$ cat src/rtl/pe_seq_controller.sv
// rtl/pe_seq_controller.sv - fold/level sequencing controller for a residual binarized PE
// Outputs are registered from the next-state values, so each one reflects the state it is in.
module pe_seq_controller #(
  parameter int NUM_LEVELS = 2,
  parameter int LVL_W      = 1,
  parameter int PCNT_LAT   = 2,
  parameter int FOLD_W     = 8,
  parameter int OUT_W      = 8
) (
  input  logic              clk,
  input  logic              rst_n,
  input  logic              start,
  input  logic              abort,
  input  logic [FOLD_W-1:0] num_folds,
  input  logic [OUT_W-1:0]  num_outputs,
  input  logic              rd_valid,
  input  logic              bin_done,
  output logic              rd_req,
  output logic              pcnt_en,
  output logic              acc_en,
  output logic              acc_first,
  output logic [LVL_W-1:0]  level_sel,
  output logic              bin_start,
  output logic              busy,
  output logic              done,
  output logic              err
);

  localparam logic [2:0] S_IDLE  = 3'd0;
  localparam logic [2:0] S_READ  = 3'd1;
  localparam logic [2:0] S_PCNT  = 3'd2;
  localparam logic [2:0] S_WAIT  = 3'd3;
  localparam logic [2:0] S_ACC   = 3'd4;
  localparam logic [2:0] S_BIN   = 3'd5;
  localparam logic [2:0] S_BWAIT = 3'd6;
  localparam logic [2:0] S_DONE  = 3'd7;

  localparam int WAIT_W = (PCNT_LAT > 1) ? $clog2(PCNT_LAT) : 1;
  localparam logic [LVL_W-1:0]  LVL_LAST  = LVL_W'(NUM_LEVELS - 1);
  localparam logic [WAIT_W-1:0] WAIT_LAST = WAIT_W'(PCNT_LAT - 1);

  logic [2:0]        state, state_n;
  logic [FOLD_W-1:0] fold_cnt, fold_n, nf_q, nf_n;
  logic [OUT_W-1:0]  out_cnt, out_n, no_q, no_n;
  logic [LVL_W-1:0]  lvl_cnt, lvl_n;
  logic [WAIT_W-1:0] wait_cnt, wait_n;
  logic              rej_q, rej_n;
  logic [FOLD_W-1:0] fold_last;
  logic [OUT_W-1:0]  out_last;

  // Compared only once the counts are known to be non-zero, so no wrap.
  assign fold_last = nf_q - FOLD_W'(1);
  assign out_last  = no_q - OUT_W'(1);

  always_comb begin
    state_n = state;
    fold_n  = fold_cnt;
    out_n   = out_cnt;
    lvl_n   = lvl_cnt;
    wait_n  = wait_cnt;
    nf_n    = nf_q;
    no_n    = no_q;
    rej_n   = rej_q;
    case (state)
      S_IDLE: begin
        if (start) begin
          nf_n = num_folds;
          no_n = num_outputs;
          if ((num_folds == '0) || (num_outputs == '0)) begin
            rej_n   = 1'b1;
            state_n = S_DONE;
          end else begin
            rej_n   = 1'b0;
            fold_n  = '0;
            out_n   = '0;
            lvl_n   = '0;
            state_n = S_READ;
          end
        end
      end
      S_READ: begin
        if (rd_valid && rd_req) begin
          lvl_n   = '0;
          state_n = S_PCNT;
        end
      end
      S_PCNT: begin
        wait_n  = '0;
        state_n = S_WAIT;
      end
      S_WAIT: begin
        if (wait_cnt == WAIT_LAST) begin
          state_n = S_ACC;
        end else begin
          wait_n = wait_cnt + WAIT_W'(1);
        end
      end
      S_ACC: begin
        if (lvl_cnt < LVL_LAST) begin
          lvl_n   = lvl_cnt + LVL_W'(1);
          state_n = S_PCNT;
        end else if (fold_cnt < fold_last) begin
          fold_n  = fold_cnt + FOLD_W'(1);
          state_n = S_READ;
        end else begin
          fold_n  = '0;
          state_n = S_BIN;
        end
      end
      S_BIN: state_n = S_BWAIT;
      S_BWAIT: begin
        if (bin_done) begin
          if (out_cnt < out_last) begin
            out_n   = out_cnt + OUT_W'(1);
            state_n = S_READ;
          end else begin
            state_n = S_DONE;
          end
        end
      end
      S_DONE: state_n = S_IDLE;
      default: state_n = S_IDLE;
    endcase
    if (abort && (state != S_IDLE)) begin
      state_n = S_IDLE;
    end
  end

  always_ff @(posedge clk or negedge rst_n) begin
    if (!rst_n) begin
      state     <= S_IDLE;
      fold_cnt  <= '0;
      out_cnt   <= '0;
      lvl_cnt   <= '0;
      wait_cnt  <= '0;
      nf_q      <= '0;
      no_q      <= '0;
      rej_q     <= 1'b0;
      rd_req    <= 1'b0;
      pcnt_en   <= 1'b0;
      acc_en    <= 1'b0;
      acc_first <= 1'b0;
      level_sel <= '0;
      bin_start <= 1'b0;
      busy      <= 1'b0;
      done      <= 1'b0;
      err       <= 1'b0;
    end else begin
      state     <= state_n;
      fold_cnt  <= fold_n;
      out_cnt   <= out_n;
      lvl_cnt   <= lvl_n;
      wait_cnt  <= wait_n;
      nf_q      <= nf_n;
      no_q      <= no_n;
      rej_q     <= rej_n;
      rd_req    <= (state_n == S_READ);
      pcnt_en   <= (state_n == S_PCNT);
      acc_en    <= (state_n == S_ACC);
      acc_first <= (state_n == S_ACC) && (fold_n == '0);
      level_sel <= ((state_n == S_PCNT) || (state_n == S_WAIT) || (state_n == S_ACC)) ? lvl_n : '0;
      bin_start <= (state_n == S_BIN);
      busy      <= (state_n != S_IDLE);
      done      <= (state_n == S_DONE);
      err       <= (state_n == S_DONE) && rej_n;
    end
  end

endmodule
$ cat config.mk
export PLATFORM = sky130hd
export DESIGN_NAME = pe_seq_controller
export DESIGN_NICKNAME = d
export VERILOG_FILES = /design/src/rtl/pe_seq_controller.sv
export SDC_FILE = /design/constraint.sdc
export NUM_CORES = 1
export LEC_CHECK = 0
export CAP_MARGIN = 20
export CORE_MARGIN = 10
export CORE_UTILIZATION = 55
export DETAILED_ROUTE_END_ITERATION = 8
export GPL_TIMING_DRIVEN = 0
export PLACE_DENSITY = 0.78
export SETUP_SLACK_MARGIN = 0.4
export SLEW_MARGIN = 0
export SYNTH_ARGS = -nofsm -noshare
export SYNTH_HDL_FRONTEND = slang
export SYNTH_SLANG_ARGS = --single-unit
export TNS_END_PERCENT = 10
$ cat constraint.sdc
create_clock -name clk -period 4.39 [get_ports clk]
set_input_delay 1.317 -clock clk [delete_from_list [all_inputs] [get_ports clk]]
set_output_delay 1.317 -clock clk [all_outputs]
set_load 0.01 [all_outputs]
==> impl_metrics.yaml, run 1 <==
detailed_routing:
  avgViaCountPerCell: 5.64
  first_pass_iters: 5
  drc_errors: 0
  drtAntennaViolNets: 0
  drt_iter0_markers: 111
  vias: 2294
  wl_um: 6220
  routedWlPerCell_um: 15.3
cts:
  post_cts_resized: 0
  clock-sinks: 47
  clock_latency_ps: 300
  cts_tree: "built"
  postCtsSetupBuffers: 0
  clkTransAtPathRegs_ps: 80
  clockBufferDepth: 2
  cts_buffers: 5
  h-tree-depth: 2
  hold_buffers: 0
  clock-root-buffer: "clkbuf_8"
synthesis:
  synth_cell_type_count: 61
  yosysWarningCount: 0
  synthArstFlopShare_pct: 100
  synth-main-ff-cell: "dfrtp_1"
  syn-cell-area_sq_mm: 0.00294
  synth_edf_count: 0
  avgSynthCellArea_sq_um: 9.83
  yosysSeqAreaShare_pct: 40.0
  synth_seq_cells: 47
  syn_nets: 339
  syn-instance-count: 299
global_routing:
  overflow: 0
  grt_max_degree: 35
  grt_antenna_before_repair: 0
  grt_pass1_vias: 2399
  grtUsageTotal_pct: 14.9
  grt_pass1_wl_um: 10800
power:
  p_switching_w: 0.000698
  p_clk_share_pct: 14.9
  ir_worst_vdd_mv: 0.317
  leakage_nw: 1.49
  p_per_area_mw_per_mm2: 512
  pwr-share-comb_pct: 47.1
  sw_frac_of_total_pct: 39.7
  power_frac_seq_pct: 38.0
  p_int_w: 0.00106
place:
  dpl.hpwl_um: 4890
  place_congestion: 0.868
  port_buffers: 30
timing:
  holdWs_ps: 524
  slew_headroom_pct: 55.9
  fmax_ghz: 0.305
  finalCritPeriodShare_pct: 74.7
  skew_ps: 3.54
  fin_crit_ps: 3280
  rsz0062_at_grt: "no"
  setup_violations: 0
  tns_ps: 0
  tightest_slew_ps: 655
  slew_viol_final: 0
  hold_viol: 0
die:
  placeableCoreArea_sq_mm: 0.00514
  io-pin-count: 31
  fp.dieH_um: 93.1
  design.die.area_sq_mm: 0.00867
  std_cell_rows: 26
  die_w_um: 93.1
  start_util_pct: 57.2
job:
  maxCapViolCount: 0
worst_setup_path:
  cp_top_family: "simple AND/OR/NAND/NOR gates"
  path_class: "input pin to flip-flop"
  cp-start-kind: "input pin"
  critPathSlowestCell: "clkdlybuf4s50_1"
  worstSetupEndpointType: "flip-flop"
  cp_cell_sequence: "clkdlybuf4s50_1, nand2b_1, nor3_2, and3_2, buf_4, nor3_1, a211oi_2, nand4_2, nor4b_2"
  critical_path_arrival_ps: 3490
  critical_path.max_fanout: 10
  path_buf_inv: 2
  crit_path_max_incr_delay_ps: 560
  worst_ep_required_time_ps: 4600
cells_and_area:
  area_growth_pct: 16.7
  n_antenna_cell: 0
  final_common_cell: "dfrtp_1"
  drive_above_1_share_pct: 15.4
  postLayoutCoreUtil_pct: 66.7
  nets: 377
  mostFrequentLayoutCells: "47 x dfrtp_1, 30 x nand2_1, 29 x nor2_1, 29 x clkdlybuf4s50_1, 18 x ha_1"
worst_hold_path:
  hold_class: "flip-flop to flip-flop"
outcome:
  status: "finished, final reports clean"
==> final timing paths <==
kind                              to    start  depth (start not counted)  slack (ps)
max                        acc_first    start                          9        1110
min                            rej_q    rej_q                          2         520
max reg2reg                acc_first  nf_q[3]                         11        1180
min reg2reg                    rej_q    rej_q                          2         520
max in group asynchronous   state[2]    rst_n                          2        2990
min in group asynchronous    nf_q[6]    rst_n                          1         910
==> flip-flops by register name, summed over array words and instances (netlist names), 3 cells and up <==
| signal | count |
|---|---|
| no_q | 8 |
| nf_q | 8 |
| fold_cnt | 8 |
| out_cnt | 8 |
| state | 3 |
==> worst reg2reg max path, stage by stage, from the launching register on <==
cell and delay [ps]:
dfrtp_1 420, or4_1 530, nor4_1 290, xnor2_1 130, ha_1 310, nand4_1 90, a21o_1 210, a221oi_4 350
nor2b_2 150, a221oi_2 280, nand3_1 120, nor4b_2 260
==> synth_stat cells (3+ instances only) <==
cell	n	area [sq um]
or3_1	3	18.8
nand2_1	30	113
nor2_1	29	109
dfrtp_1	47	1180
nand4_1	5	31.3
o21ai_1	3	15.0
inv_1	15	56.3
ha_1	18	225
a21o_1	4	30.0
o2bb2ai_1	3	26.3
and2_1	3	18.8
xor2_1	3	26.3
a21oi_1	8	40.0
mux2_2	13	146
nand3_1	4	20.0
nor4_1	6	37.5
buf_2	4	20.0
nor3_1	11	55.1
o21ai_0	17	85.1
xnor2_1	15	131
nand2b_1	4	25.0
==> cell families (layout without fill, tap and decap cells) <==
kind of cell	Yosys count	count (layout)	synth area share (%)
and+or+nand+nor	113	113	20.9
AOI/OAI and AO/OA	65	65	17.3
DFF	47	47	40.0
buffers and inverters	24	62	3.45
adders and majority gates	18	18	7.66
xor gates and xnor gates	18	18	5.36
muxes	14	14	5.32
==> layer usage <==
metal	up-vias	wire length [um]	GRT usage (%)
met5	-	0	0
met4	0	92	5.66
met3	10	171	3.12
met2	38	2920	25.1
met1	1093	3030	18.2
li1	1153	-	-
==> power groups by stage <==
stage / clock network (W) / logic (W) / registers [W]
detailed placement: 0 / 0.000825 / 0.000675
CTS: 0.000272 / 0.000834 / 0.000666
global route: 0.000285 / 0.000924 / 0.000686
finish: 0.000262 / 0.000828 / 0.000668
floorplan: 0 / 0.000618 / 0.000654
global placement: 0 / 0.000796 / 0.000670
==> area by class of cell <==
| cell class | instances | area (sq um) |
|---|---|---|
| Fill cell | 432 | 1710 |
| Multi-Input combinational cell | 228 | 1660 |
| Sequential cell | 47 | 1180 |
| Timing Repair Buffer | 31 | 315 |
| Tap cell | 70 | 87.6 |
| Clock buffer | 6 | 82.6 |
| Inverter | 17 | 66.3 |
| Buffer | 7 | 35.0 |
| Clock inverter | 1 | 5.00 |
==> through the flow <==
step	power, W	setup slack, ps	instances	instance area [sq um]
detailed placement	0.00150	807	400	3340
CTS	0.00177	1110	407	3430
global placement	0.00147	675	399	3330
floorplan	0.00127	1440	299	2940
finish	0.00176	1110	407	3430
global route	0.00189	921	407	3430
Power figures use the tool's default switching activity.
==> inputs of run 2 (changes only) <==
--- a/config.mk
+++ b/config.mk
@@ -7,10 +7,10 @@
 export LEC_CHECK = 0
 export CAP_MARGIN = 20
 export CORE_MARGIN = 10
-export CORE_UTILIZATION = 55
+export CORE_UTILIZATION = 51
 export DETAILED_ROUTE_END_ITERATION = 8
 export GPL_TIMING_DRIVEN = 0
-export PLACE_DENSITY = 0.78
+export PLACE_DENSITY = 0.76
 export SETUP_SLACK_MARGIN = 0.4
 export SLEW_MARGIN = 0
 export SYNTH_ARGS = -nofsm -noshare
==> constraint.sdc (replaced) <==
create_clock -name clk -period 2.7 [get_ports clk]
set_input_delay 0.81 -clock clk [delete_from_list [all_inputs] [get_ports clk]]
set_output_delay 0.81 -clock clk [all_outputs]
set_load 0.01 [all_outputs]
==> impl_metrics.yaml, run 2 (same netlist as run 1, synthesis figures left out) <==
outcome:
  status: "finished, violations left"
  violations: "setup timing"
timing:
  finalCritPeriodShare_pct: 114
  final.setup.worst_slack_ps: -380
  fin_crit_ps: 3080
  slew_headroom_pct: 27.1
  slew_viol_final: 0
  tightest_slew_ps: 1080
  rsz0062_at_grt: "yes"
  skew_ps: 8.92
  setup_violations: 18
  holdWs_ps: 390
  hold_viol: 0
  tns_ps: -2840
  fmax_ghz: 0.325
die:
  std_cell_rows: 27
  start_util_pct: 53.1
  fp.dieH_um: 95.9
  io-pin-count: 31
  placeableCoreArea_sq_mm: 0.00554
  die_w_um: 95.9
  design.die.area_sq_mm: 0.00920
cts:
  clkTransAtPathRegs_ps: 90
  clock_latency_ps: 310
  h-tree-depth: 2
  clock-sinks: 47
  clockBufferDepth: 2
  hold_buffers: 0
  cts_buffers: 5
  cts_tree: "built"
  clock-root-buffer: "clkbuf_8"
cells_and_area:
  post_layout_nonfiller_instances: 424
  multiInputGateArea_sq_mm: 0.00183
  drive_above_1_share_pct: 24.7
  fillers: 473
  mostFrequentLayoutCells: "47 x dfrtp_1, 29 x nand2_1, 29 x clkdlybuf4s50_1, 27 x nor2_1, 18 x ha_1"
  nets: 391
  n_antenna_cell: 0
  final_common_cell: "dfrtp_1"
  area_growth_pct: 26.5
  seqCellArea_sq_mm: 0.00118
worst_setup_path:
  worstSetupEndpoint: "acc_first"
  critical_path.max_fanout: 3
  r2r_cells: 12
  rrSetupSlack_ps: -380
  worstSetupEndpointType: "flip-flop"
  r2r-start: "nf_q[3]"
  cp_cell_sequence: "or4_4, nor4_4, xnor2_1, ha_1, nand4_1, a21o_1, a221oi_4, buf_4, nor2_1, a221oi_2, nand3_1, nor4b_2"
  crit_path_max_incr_delay_ps: 540
  startpoint: "nf_q[3]"
  cp-start-kind: "flip-flop"
  critPathSlowestCell: "or4_4"
  critical_path_arrival_ps: 3290
  path_class: "flip-flop to flip-flop"
  worst_ep_required_time_ps: 2910
  timing.rr.end: "acc_first"
global_routing:
  grt_pass1_vias: 2398
  grt_antenna_before_repair: 0
  grtUsageTotal_pct: 15.4
  grt_max_degree: 36
  overflow: 0
  grt_pass1_wl_um: 11400
detailed_routing:
  route.met2.wl_um: 3390
  highest_layer: "met4"
  wl_met1_um: 3010
  vias: 2475
  wl_um: 6820
  first_pass_iters: 4
  wl_met3_um: 332
  avgViaCountPerCell: 5.84
  drt_iter0_markers: 87
  drtAntennaViolNets: 0
  drc_errors: 0
  routedWlPerCell_um: 16.1
place:
  port_buffers: 30
  place_congestion: 0.818
  placed_cells: 402
  dpl.hpwl_um: 4850
power:
  ir_worst_vdd_mv: 0.477
  leakage_nw: 1.61
  p_per_area_mw_per_mm2: 852
job:
  maxCapViolCount: 0
worst_hold_path:
  hold_class: "input pin to async pin"
## run 2: changes by cell type in the layout (fill, tap and decap cells not counted), moves of 3 or more
cell	previous run	this run
buf_4	1	11
buf_6	0	4
nor3_1	11	8
nor4_4	1	4
o21ai_0	17	11
o21ai_1	3	7
## run 2: worst min-delay path by stage
stage	depth (start not counted)	slack [ps]	end	from
after global placement	2	500	rej_q	rej_q
after global routing	1	400	acc_first	rst_n
final	1	390	pcnt_en	rst_n
after detailed placement	2	500	rej_q	rej_q
after floorplan	2	470	rej_q	rej_q
after CTS	1	390	pcnt_en	rst_n
## run 2: layer usage
layer | vias to the layer above | track usage [%]
met4 | 0 | 5.16
met3 | 10 | 3.11
met1 | 1215 | 19.9
met2 | 60 | 25.3
met5 | - | 0
li1 | 1190 | -
## run 2: stage by stage
step	setup slack, ps	instance area, sq um	utilization [%]	total power (W)
2_1_floorplan	-188	2980	-	0.00210
3_3_place_gp	-511	3370	60.8	0.00243
3_5_place_dp	-480	3380	61.0	0.00247
4_1_cts	-398	3660	66.0	0.00311
5_1_grt	-556	3720	67.1	0.00343
6_report	-380	3720	67.1	0.00317
## run 2: power breakdown
group | total [W] | leakage, nW | switching (W) | internal [W]
registers | 0.00110 | 0.609 | 0.000195 | 0.000901
clock network | 0.000423 | 0.0412 | 0.000241 | 0.000181
logic | 0.00165 | 0.957 | 0.000871 | 0.000780
total | 0.00317 | 1.61 | 0.00131 | 0.00186
## run 2: cell type report
class | count | area share, %
Sequential cell | 47 | 31.6
Timing Repair Buffer | 45 | 11.7
Clock buffer | 6 | 1.95
Tap cell | 72 | 2.42
Inverter | 17 | 1.78
Clock inverter | 2 | 0.336
Buffer | 7 | 1.08
Multi-Input combinational cell | 228 | 49.1
## run 2: critical path: cells and delay by family, from the launching register on
family	cells	cell delay [ps]
AND/OR/NAND/NOR	6	1240
AO/OA/AOI/OAI	3	770
flip-flops	1	410
adder cells (fa/ha/maj)	1	290
buffers and inverters	1	170
XOR/XNOR	1	100
## run 2: what timing repair did
| item | in CTS | in global routing |
|---|---|---|
| gates cloned | 0 | 0 |
| endpoints found under the setup margin | 39 | 40 |
| buffers inserted | 11 | 3 |
| gates resized for setup | 29 | 8 |
| pin swaps | 27 | 15 |
| endpoints found under the hold margin | 0 | 0 |
==> inputs of run 3 (changes only) <==
--- a/config.mk
+++ b/config.mk
@@ -5,12 +5,12 @@
 export SDC_FILE = /design/constraint.sdc
 export NUM_CORES = 1
 export LEC_CHECK = 0
-export CAP_MARGIN = 20
+export CAP_MARGIN = 0
 export CORE_MARGIN = 10
-export CORE_UTILIZATION = 51
+export CORE_UTILIZATION = 55
 export DETAILED_ROUTE_END_ITERATION = 8
 export GPL_TIMING_DRIVEN = 0
-export PLACE_DENSITY = 0.76
+export PLACE_DENSITY = 0.78
 export SETUP_SLACK_MARGIN = 0.4
 export SLEW_MARGIN = 0
 export SYNTH_ARGS = -nofsm -noshare
==> constraint.sdc (replaced) <==
create_clock -name clk -period 3.36 [get_ports clk]
set_input_delay 1.008 -clock clk [delete_from_list [all_inputs] [get_ports clk]]
set_output_delay 1.008 -clock clk [all_outputs]
set_load 0.01 [all_outputs]
==> impl_metrics.yaml, run 3 (same netlist as run 1, synthesis figures left out) <==
cts:
  clockBufferDepth: 2
  cts_buffers: 5
  cts_tree: "built"
  clkTransAtPathRegs_ps: 80
  hold_buffers: 0
  clock-root-buffer: "clkbuf_8"
  clock_latency_ps: 300
  clock-sinks: 47
  h-tree-depth: 2
die:
  die_w_um: 93.1
  start_util_pct: 57.2
  placeableCoreArea_sq_mm: 0.00514
  io-pin-count: 31
  fp.dieH_um: 93.1
  std_cell_rows: 26
  design.die.area_sq_mm: 0.00867
global_routing:
  overflow: 0
  grt_antenna_before_repair: 0
  grt_max_degree: 35
  grt_pass1_vias: 2397
  grt_pass1_wl_um: 10800
  grtUsageTotal_pct: 14.9
power:
  sw_frac_of_total_pct: 40.7
  p_per_area_mw_per_mm2: 680
  p_switching_w: 0.000982
  p_clk_share_pct: 14.4
  p_total_w: 0.00241
  p_int_w: 0.00143
  pwr-share-comb_pct: 48.5
  leakage_nw: 1.53
  ir_worst_vdd_mv: 0.427
  power_frac_seq_pct: 37.1
cells_and_area:
  postLayoutCoreUtil_pct: 69.1
  final_common_cell: "dfrtp_1"
  n_antenna_cell: 0
  nets: 384
  post_layout_nonfiller_instances: 414
  fillers: 417
  multiInputGateArea_sq_mm: 0.00173
  drive_above_1_share_pct: 20.1
  mostFrequentLayoutCells: "47 x dfrtp_1, 29 x nand2_1, 29 x clkdlybuf4s50_1, 27 x nor2_1, 18 x ha_1"
  seqCellArea_sq_mm: 0.00118
  area_growth_pct: 20.7
detailed_routing:
  routedWlPerCell_um: 15.7
  vias: 2384
  wl_um: 6520
  drt_iter0_markers: 98
  drc_errors: 0
  drtAntennaViolNets: 0
  avgViaCountPerCell: 5.76
  first_pass_iters: 4
worst_setup_path:
  cp_cell_sequence: "or4_4, nor4_4, xnor2_1, ha_1, o21a_1, a21oi_1, a221oi_4, nor2b_2, a221oi_2, nand3_1, nor4b_2"
  r2r-start: "nf_q[3]"
  critical_path_arrival_ps: 3330
  timing.rr.end: "acc_first"
  worstSetupEndpointType: "flip-flop"
  worst_ep_required_time_ps: 3570
  crit_path_max_incr_delay_ps: 550
  r2r_cells: 11
  path_class: "flip-flop to flip-flop"
  cp-start-kind: "flip-flop"
  critical_path.max_fanout: 7
  critPathSlowestCell: "or4_4"
  rrSetupSlack_ps: 240
timing:
  fmax_ghz: 0.321
  tns_ps: 0
  slew_headroom_pct: 56.8
  setup_violations: 0
  finalCritPeriodShare_pct: 92.8
  fin_crit_ps: 3120
  slew_viol_final: 0
  skew_ps: 4.72
  hold_viol: 0
  rsz0062_at_grt: "yes"
  tightest_slew_ps: 641
  final.setup.worst_slack_ps: 241
worst_hold_path:
  hold_end: "rej_q"
  whs_path_depth: 2
  hold_class: "flip-flop to flip-flop"
  min_from: "rej_q"
place:
  placed_cells: 400
  place_congestion: 0.868
  port_buffers: 30
  dp_slack_ps: 86.1
  dpl.hpwl_um: 4890
job:
  maxCapViolCount: 0
outcome:
  status: "finished, final reports clean"
-- run 3: cell types whose count changed in the layout (fill, tap and decap cells not counted), sizes merged --
cell / change
buf: -7
clkinvlp: -1
-- run 3: what timing repair did --
action                                 in CTS  in global routing
resized for setup                           3                 11
setup buffers                               1                  6
cloned                                      0                  0
pin swaps                                   1                  6
setup endpoints to repair                   7                 21
endpoints found under the hold margin       0                  0
-- run 3: how the worst max path moves through the flow --
stage	from	endpoint	slack [ps]	cells past startpoint
after global placement	rst_n	pcnt_en	-50	1
after CTS	nf_q[5]	acc_first	210	11
after detailed placement	start	acc_first	90	9
after global routing	nf_q[3]	acc_first	20	11
after floorplan	no_q[5]	acc_first	410	12
final	nf_q[3]	acc_first	240	11
-- run 3: routing by layer --
layer	vias up	wire length (um)	track usage [%]
met5	-	0	0
met4	0	104	5.66
met3	10	224	3.12
met2	46	3180	25.1
met1	1156	3010	18.3
li1	1172	-	-
-- run 3: through the flow --
step                      hold slack [ps]  cell area [sq um]
after detailed placement              517               3340
final                                 526               3550
after CTS                             537               3450
after global routing                  554               3550
after floorplan                       467               2940
after global placement                504               3330
-- run 3: power by group through the flow --
stage,sequential (W),clock (W),combinational (W)
2_1_floorplan,0.000855,0,0.000808
3_3_place_gp,0.000876,0,0.00104
3_5_place_dp,0.000882,0,0.00108
4_1_cts,0.000876,0.000355,0.00111
5_1_grt,0.000917,0.000374,0.00129
6_report,0.000895,0.000347,0.00117
-- run 3: area by class of cell --
class	instances	share of cell area, %
Timing Repair Buffer	38	10.4
Tap cell	70	2.47
Clock buffer	6	2.33
Multi-Input combinational cell	228	48.7
Sequential cell	47	33.1
Clock inverter	1	0.141
Inverter	17	1.87
Buffer	7	0.987
-- run 3: worst max-delay path, delay by kind of cell (launching register included) --
family,cells,cell delay [ps]
simple gates,5,1240
compound gates,4,940
fa+ha+maj,1,300
flops,1,430
xor+xnor,1,110
